--- config.mk ---
export PLATFORM = sky130hd
export DESIGN_NAME = seg7_scan_display
export DESIGN_NICKNAME = d
export VERILOG_FILES = /design/src/rtl/seg7_pkg.sv /design/src/rtl/seg7_bin2bcd_seq.sv /design/src/rtl/seg7_scan_display.sv
export SDC_FILE = /design/constraint.sdc
export NUM_CORES = 1
export LEC_CHECK = 0
export CORE_ASPECT_RATIO = 0.9
export CORE_UTILIZATION = 40
export DETAILED_ROUTE_END_ITERATION = 10
export SETUP_SLACK_MARGIN = 0.3
export SLEW_MARGIN = 10
export SYNTH_ARGS = -nofsm -noshare
export SYNTH_HDL_FRONTEND = slang
export SYNTH_SLANG_ARGS = --single-unit
--- constraint.sdc ---
create_clock -name clk -period 3 [get_ports clk]
set_input_delay 0.6 -clock clk [delete_from_list [all_inputs] [get_ports clk]]
set_output_delay 0.6 -clock clk [all_outputs]
set_load 0.005 [all_outputs]
--- src/rtl/seg7_pkg.sv ---
// Shared constants and types for the scanned 7-segment display driver.
// Segment patterns are ordered {a,b,c,d,e,f,g}, so bit 6 is segment a.
package seg7_pkg;

    localparam logic [6:0] SEG_0     = 7'b1111110;
    localparam logic [6:0] SEG_1     = 7'b0110000;
    localparam logic [6:0] SEG_2     = 7'b1101101;
    localparam logic [6:0] SEG_3     = 7'b1111001;
    localparam logic [6:0] SEG_4     = 7'b0110011;
    localparam logic [6:0] SEG_5     = 7'b1011011;
    localparam logic [6:0] SEG_6     = 7'b1011111;
    localparam logic [6:0] SEG_7     = 7'b1110000;
    localparam logic [6:0] SEG_8     = 7'b1111111;
    localparam logic [6:0] SEG_9     = 7'b1111011;
    localparam logic [6:0] SEG_DASH  = 7'b0000001;
    localparam logic [6:0] SEG_BLANK = 7'b0000000;

    typedef enum logic [1:0] {
        IDLE   = 2'd0,
        CONV   = 2'd1,
        COMMIT = 2'd2
    } conv_state_t;

    // One BCD nibble per displayed digit.
    function automatic int bcd_width(input int digits);
        return 4 * digits;
    endfunction

    // Active-high segment pattern for one BCD nibble; codes 10-15 show blank.
    function automatic logic [6:0] seg_decode(input logic [3:0] nib);
        case (nib)
            4'd0:    return SEG_0;
            4'd1:    return SEG_1;
            4'd2:    return SEG_2;
            4'd3:    return SEG_3;
            4'd4:    return SEG_4;
            4'd5:    return SEG_5;
            4'd6:    return SEG_6;
            4'd7:    return SEG_7;
            4'd8:    return SEG_8;
            4'd9:    return SEG_9;
            default: return SEG_BLANK;
        endcase
    endfunction

endpackage

--- src/rtl/seg7_bin2bcd_seq.sv ---
// Sequential double-dabble binary-to-BCD converter with valid/ready intake.
// One bit per cycle; the finished result and its overflow flag are copied to
// the display register together in a single COMMIT cycle.
module bin2bcd_seq
    import seg7_pkg::*;
#(
    parameter int BIN_W  = 8,
    parameter int DIGITS = 4
) (
    input  logic                  clk,
    input  logic                  reset,
    input  logic [BIN_W-1:0]      value_in,
    input  logic                  value_valid,
    output logic                  value_ready,
    output logic                  busy,
    output logic [4*DIGITS-1:0]   bcd_out,
    output logic                  overflow
);

    localparam int BCD_W = bcd_width(DIGITS);
    localparam int CNT_W = (BIN_W < 2) ? 1 : $clog2(BIN_W);
    localparam logic [CNT_W-1:0] LAST_CNT = CNT_W'(BIN_W - 1);

    conv_state_t       r_state;
    conv_state_t       w_state_nxt;
    logic [CNT_W-1:0]  r_cnt;
    logic [BIN_W-1:0]  r_bin;
    logic [BCD_W-1:0]  r_bcd;
    logic              r_ovf_acc;
    logic [BCD_W-1:0]  r_disp;
    logic              r_ovf;
    logic [BCD_W-1:0]  w_adj;
    logic              w_accept;

    assign w_accept = value_ready & value_valid;
    assign busy     = (r_state != IDLE);
    assign bcd_out  = r_disp;
    assign overflow = r_ovf;

    // Next-state and handshake decode for the converter FSM.
    always_comb begin
        w_state_nxt = r_state;
        value_ready = 1'b0;
        case (r_state)
            IDLE: begin
                value_ready = 1'b1;
                if (value_valid) w_state_nxt = CONV;
            end
            CONV: begin
                if (r_cnt == LAST_CNT) w_state_nxt = COMMIT;
            end
            COMMIT: begin
                w_state_nxt = IDLE;
            end
            default: begin
                w_state_nxt = IDLE;
            end
        endcase
    end

    // Add-3 correction on every nibble that would reach 10 or more after the shift.
    always_comb begin
        w_adj = r_bcd;
        for (int i = 0; i < DIGITS; i++) begin
            if (r_bcd[4*i +: 4] >= 4'd5) w_adj[4*i +: 4] = r_bcd[4*i +: 4] + 4'd3;
        end
    end

    // Control state plus the committed display value; reset aborts any conversion.
    always_ff @(posedge clk or posedge reset) begin
        if (reset) begin
            r_state <= IDLE;
            r_cnt   <= '0;
            r_disp  <= '0;
            r_ovf   <= 1'b0;
        end else begin
            r_state <= w_state_nxt;
            if (r_state == CONV) r_cnt <= r_cnt + CNT_W'(1);
            else                 r_cnt <= '0;
            if (r_state == COMMIT) begin
                r_disp <= r_bcd;
                r_ovf  <= r_ovf_acc;
            end
        end
    end

    // Shift datapath: load on accept, one double-dabble step per CONV cycle.
    always_ff @(posedge clk) begin
        if (w_accept) begin
            r_bin     <= value_in;
            r_bcd     <= '0;
            r_ovf_acc <= 1'b0;
        end else if (r_state == CONV) begin
            r_bin     <= r_bin << 1;
            r_bcd     <= {w_adj[BCD_W-2:0], r_bin[BIN_W-1]};
            r_ovf_acc <= r_ovf_acc | w_adj[BCD_W-1];
        end
    end

endmodule

--- src/rtl/seg7_scan_display.sv ---
// Multi-digit 7-segment display driver: sequential BCD conversion feeding a
// time-multiplexed scanner, most significant digit first.
// Optional leading-zero blanking: define SEG7_LEADING_ZERO_BLANK_EN.
module seg7_scan_display
    import seg7_pkg::*;
#(
    parameter int DIGITS         = 4,
    parameter int BIN_W          = 8,
    parameter int REFRESH_DIV    = 65536,
    parameter bit DIG_ACTIVE_LOW = 1'b1,
    parameter bit SEG_ACTIVE_LOW = 1'b0
) (
    input  logic              clk,
    input  logic              reset,
    input  logic [BIN_W-1:0]  value_in,
    input  logic              value_valid,
    output logic              value_ready,
    output logic              busy,
    output logic              overflow,
    output logic [6:0]        seg,
    output logic [DIGITS-1:0] dig_sel
);

    localparam int BCD_W = bcd_width(DIGITS);
    localparam int PRE_W = $clog2(REFRESH_DIV);
    localparam int IDX_W = $clog2(DIGITS);
    localparam logic [DIGITS-1:0] DIG_OFF = {DIGITS{DIG_ACTIVE_LOW}};
    localparam logic [6:0]        SEG_OFF = {7{SEG_ACTIVE_LOW}};

    logic [BCD_W-1:0]  w_disp;
    logic              w_ovf;
    logic [PRE_W-1:0]  r_pre;
    logic [IDX_W-1:0]  r_idx;
    logic              w_tc;
    logic [IDX_W-1:0]  w_digit;
    logic [3:0]        w_nib;
    logic              w_blank;
    logic [DIGITS-1:0] w_lz;
    logic [DIGITS-1:0] w_onehot;
    logic [6:0]        w_pat;
    logic [6:0]        r_seg;
    logic [DIGITS-1:0] r_dig;

    bin2bcd_seq #(
        .BIN_W  (BIN_W),
        .DIGITS (DIGITS)
    ) u_conv (
        .clk         (clk),
        .reset       (reset),
        .value_in    (value_in),
        .value_valid (value_valid),
        .value_ready (value_ready),
        .busy        (busy),
        .bcd_out     (w_disp),
        .overflow    (w_ovf)
    );

    assign overflow = w_ovf;
    assign seg      = r_seg;
    assign dig_sel  = r_dig;
    assign w_tc     = (r_pre == PRE_W'(REFRESH_DIV - 1));
    // r_idx counts scan positions; position 0 is the top digit.
    assign w_digit  = IDX_W'(DIGITS - 1) - r_idx;

    // Refresh prescaler and scan position, advancing once per terminal count.
    always_ff @(posedge clk or posedge reset) begin
        if (reset) begin
            r_pre <= '0;
            r_idx <= '0;
        end else begin
            r_pre <= w_tc ? '0 : r_pre + PRE_W'(1);
            if (w_tc) r_idx <= (r_idx == IDX_W'(DIGITS - 1)) ? '0 : r_idx + IDX_W'(1);
        end
    end

`ifdef SEG7_LEADING_ZERO_BLANK_EN
    logic w_zero_above;

    // Mark digits sitting above the most significant non-zero digit; ones digit never blanks.
    always_comb begin
        w_lz         = '0;
        w_zero_above = 1'b1;
        for (int i = DIGITS - 1; i >= 1; i--) begin
            w_zero_above = w_zero_above & (w_disp[4*i +: 4] == 4'd0);
            w_lz[i]      = w_zero_above;
        end
    end
`else
    assign w_lz = '0;
`endif

    // Select the nibble, blank flag and one-hot select for the scanned digit.
    always_comb begin
        w_nib    = 4'd0;
        w_blank  = 1'b0;
        w_onehot = '0;
        for (int i = 0; i < DIGITS; i++) begin
            if (IDX_W'(i) == w_digit) begin
                w_nib       = w_disp[4*i +: 4];
                w_blank     = w_lz[i];
                w_onehot[i] = 1'b1;
            end
        end
    end

    // Pattern priority: overflow dash, then leading-zero blank, then the digit.
    always_comb begin
        w_pat = seg_decode(w_nib);
        if (w_ovf)        w_pat = SEG_DASH;
        else if (w_blank) w_pat = SEG_BLANK;
    end

    // Segment and digit-select registers update together, honouring pin polarity.
    always_ff @(posedge clk or posedge reset) begin
        if (reset) begin
            r_seg <= SEG_OFF;
            r_dig <= DIG_OFF;
        end else begin
            r_seg <= SEG_ACTIVE_LOW ? ~w_pat : w_pat;
            r_dig <= DIG_ACTIVE_LOW ? ~w_onehot : w_onehot;
        end
    end

endmodule

==> metrics.md <==
| Metric | Value |
|---|---|
| Largest family of logic cells by synthesized area | `simple AND/OR/NAND/NOR gates` |
| Crit share post-route | `between 70% and 80%` |
| GPL Wtd Cong | `between 0.7 and 0.8` |
| Pin count of the biggest net entering global routing | `between 50 and 60` |
| Static Leakage | `between 0.0015 and 0.002 µW` |
| RSZ-0062 raised after global routing | `false` |
| Sink Count | `76` |
| Placed cell area | `3941 µm²` |
| Synth Area in Compound Gates | `between 10% and 20%` |
| Measured slew at the worst slew-check pin | `0.9315 ns` |
| Drt wl/cell | `approximately 12 µm` |
| Ys flop type | `dfrtp_1` |
| Flop and latch count out of synthesis | `76` |
| Die Span Y | `91.98 µm` |
| Arrival time of the worst setup path | `2.52 ns` |
| Synth top area cells | `dfrtp_1, dfxtp_1, ha_1` |
| Cell Area, Synth | `between 3000 and 4000 µm²` |
| Mux cell area share after synthesis | `under 10%` |
| Iter 0 DRT Violations | `79` |
| Clock buffer depth | `2` |
| Initial Util | `a little over two fifths` |
| Syn nets | `380` |
| Most frequent cells in the layout | `dfrtp_1, nand2_1, o21ai_0` |
| Simple-Gate Fraction of Synth Area | `16.48%` |
| Peak VDD IR | `0.0004753 V` |
| Cts hold-fix bufs | `0` |
| Cell Count, Final, Fillers Out | `497` |
| Gate Count Post-Synth | `approximately 350` |
| CTS resizes | `0` |
| Post-DP HPWL | `between 4000 and 5000 µm` |
| CP Class | `reg2reg` |
| Total number of vias | `between 2000 and 2500` |
| FMAX | `approximately 0.44 GHz` |
| Die Width | `between 100 and 150 µm` |
| # DRC | `0` |
| Setup Skew | `approximately 0.0075 ns` |
| Count of cell types in the netlist | `47` |
| Final Hold Fails | `0` |
| Clock buffer count from CTS | `9` |
| Post-synth top area cell | `dfrtp_1` |
| Drt total wl | `between 6000 and 7000 µm` |
| Ys async rst share | `between 60 and 70%` |
| Fin util | `between 40% and 50%` |
| Via-to-Cell Ratio | `a little under 5` |
| Avg Inst Size Synth | `~10 µm²` |
| Adder-Cell Fraction of Synth Area | `6.954%` |
| Antenna Cells | `0` |
| Worst path top cell family by delay | `compound AO/OA/AOI/OAI gates` |
| XOR/XNOR Fraction of Synth Area | `between 5 and 6%` |
| Final Power | `~3300 µW` |
| Worst-Skew Late Latency | `around 0.34 ns` |
| Setup bufs post-CTS | `0` |
| Commonest non-fill, non-tap cell in the layout | `dfrtp_1` |
| Fin area | `between 4000 and 5000 µm²` |
| HP Class | `reg2reg` |
| Final #Nets | `404` |
| Yosys warns | `0` |
| Final antenna-violating net count | `0` |
| Final slew viol count | `0` |
| CP Capture Type | `flip-flop` |
| Req. time, crit path | `roughly 3.3 ns` |
| Root Driver | `clkbuf_8` |
| Final Setup Violations | `0` |
| Initial antenna violation count | `0` |
| GRT Total Usage | `14.77%` |
| Buffers & Inverters on Critical Path | `2` |
| Vias in the first global route | `around 2300` |
| Area Growth Syn to Fin | `14.08%` |
| Tmin final | `between 2 and 2.5 ns` |
| Power Density | `slightly above 800 nW/µm²` |
| Post-synth EDFFs | `8` |
| Slew headroom | `37.90%` |
| # Max-Cap Violations | `0` |
| DRT Pass-1 Iters | `6` |
| Die area | `between 9000 and 10000 µm²` |
| Fill count | `around 850` |
| Share of post-route cells with drive strength above 1 | `between 10% and 20%` |
| Worst-path clk slew | `approximately 0.07 ns` |
| Dpl cells | `around 480` |
| CTS HTree Levels | `3` |
| Status | `finished, final reports clean` |
| Setup_tns | `0 ns` |
| CP Launch Type | `flip-flop` |
| Area of the core | `just under 9000 µm²` |
| CP max stage delay | `~0.41 ns` |
| # IOs | `25` |
| Synth top area share | `between 30% and 40%` |
| Crit-path cells | `inv_1 > ha_1 > a211oi_1 > a211o_1 > inv_1 > ha_1 > mux2_2 > o22ai_1` |
| Port Buffers | `24` |
| Seq/Total Area, Yosys | `between 50% and 60%` |
| Critical Path Fanout Max | `9` |
| Row cnt | `32` |
| Overflow after GRT | `0` |
| First-pass GRT wire length | `10730 µm` |
| CTS tree | `yes` |
| Slowest CP cell | `dfrtp_1` |
[layout make-up]
type	count	area, µm²	area share, %
Multi-Input combinational cell	238	1585	38.62
Timing Repair Buffer	28	270.3	6.583
Tap cell	119	148.9	3.627
Clock inverter	3	15.01	0.3657
Clock buffer	13	148.9	3.627
Inverter	20	75.07	1.829
Sequential cell	76	1862	45.35
[power breakdown]
group	total, µW	switching, µW	internal [µW]
Sequential	1570	206	1360
Clock	664	344	320
Combinational	1100	592	512
Total	3330	1140	2190
[cells by family (layout without fill, tap and decap cells)]
| kind of cell | after synthesis | after routing |
|---|---|---|
| and+or+nand+nor | 119 | 119 |
| adders and majority gates | 20 | 20 |
| DFF | 76 | 76 |
| muxes | 15 | 15 |
| AOI/OAI and AO/OA | 61 | 61 |
| buffers and inverters | 35 | 64 |
| xor gates and xnor gates | 23 | 23 |
[path summary, 6_finish.rpt]
| check | from | cells after the start | end | slack [ns] |
|---|---|---|---|---|
| max reg2reg | r_idx[0] | 8 | seg[3] | 0.75 |
| min reg2reg | u_conv.r_cnt[0] | 1 | u_conv.r_cnt[0] | 0.43 |
| max in group asynchronous | reset | 3 | u_conv.r_cnt[0] | 1.83 |
| min | u_conv.r_cnt[0] | 1 | u_conv.r_cnt[0] | 0.43 |
| max | r_idx[0] | 8 | seg[3] | 0.75 |
| min in group asynchronous | reset | 3 | r_pre[10] | 0.74 |
[worst register-to-register path, cell delays in order, from the launching register on]
cell and delay, ns:
dfrtp_1 0.41, inv_1 0.08, ha_1 0.31, a211oi_1 0.27
a211o_1 0.31, inv_1 0.11, ha_1 0.30, mux2_2 0.27
o22ai_1 0.11
[stage by stage]
stage | setup slack [ns] | hold slack, ns
final | 0.7466 | 0.4340
after global routing | 0.5709 | 0.4501
after CTS | 0.7245 | 0.4385
after detailed placement | 0.7639 | 0.4256
after global placement | 0.8437 | 0.4253
after floorplan | 0.9060 | 0.4099
[cell usage after synthesis (3+ instances only)]
cell type,n
dfrtp_1,47
nand2_1,41
o21ai_0,26
nor2_1,24
ha_1,20
inv_1,20
dfxtp_1,17
nand3_1,17
a21oi_1,15
xnor2_1,14
mux2_2,12
clkbuf_1,9
xor2_1,9
edfxtp_1,8
nand2b_1,7
and2_1,5
and3_1,4
buf_2,4
dfstp_2,4
nor2b_1,4
a211oi_1,3
nand4_1,3
o22ai_1,3
o32ai_1,3
[metal layers]
| metal | vias to the layer above | track usage [%] | routed length, µm | share of wire [%] |
|---|---|---|---|---|
| met4 | 0 | 3.929 | 55 | 0.89 |
| li1 | 1231 | - | - | - |
| met5 | - | 0 | 0 | 0 |
| met3 | 4 | 4.802 | 254 | 4.1 |
| met2 | 40 | 21.70 | 2757 | 45 |
| met1 | 1113 | 20.81 | 3092 | 50 |
[registers in the layout, indices dropped and copies added, names as in the netlist]
name / flops
u_conv.r_bin: 8
r_idx: 2
u_conv.r_state: 2
u_conv.r_ovf_acc: 1
dig_sel: 4
u_conv.bcd_out: 16
u_conv.r_cnt: 3
u_conv.r_bcd: 16
u_conv.overflow: 1
r_pre: 16
seg: 7
Power figures use the tool's default switching activity.
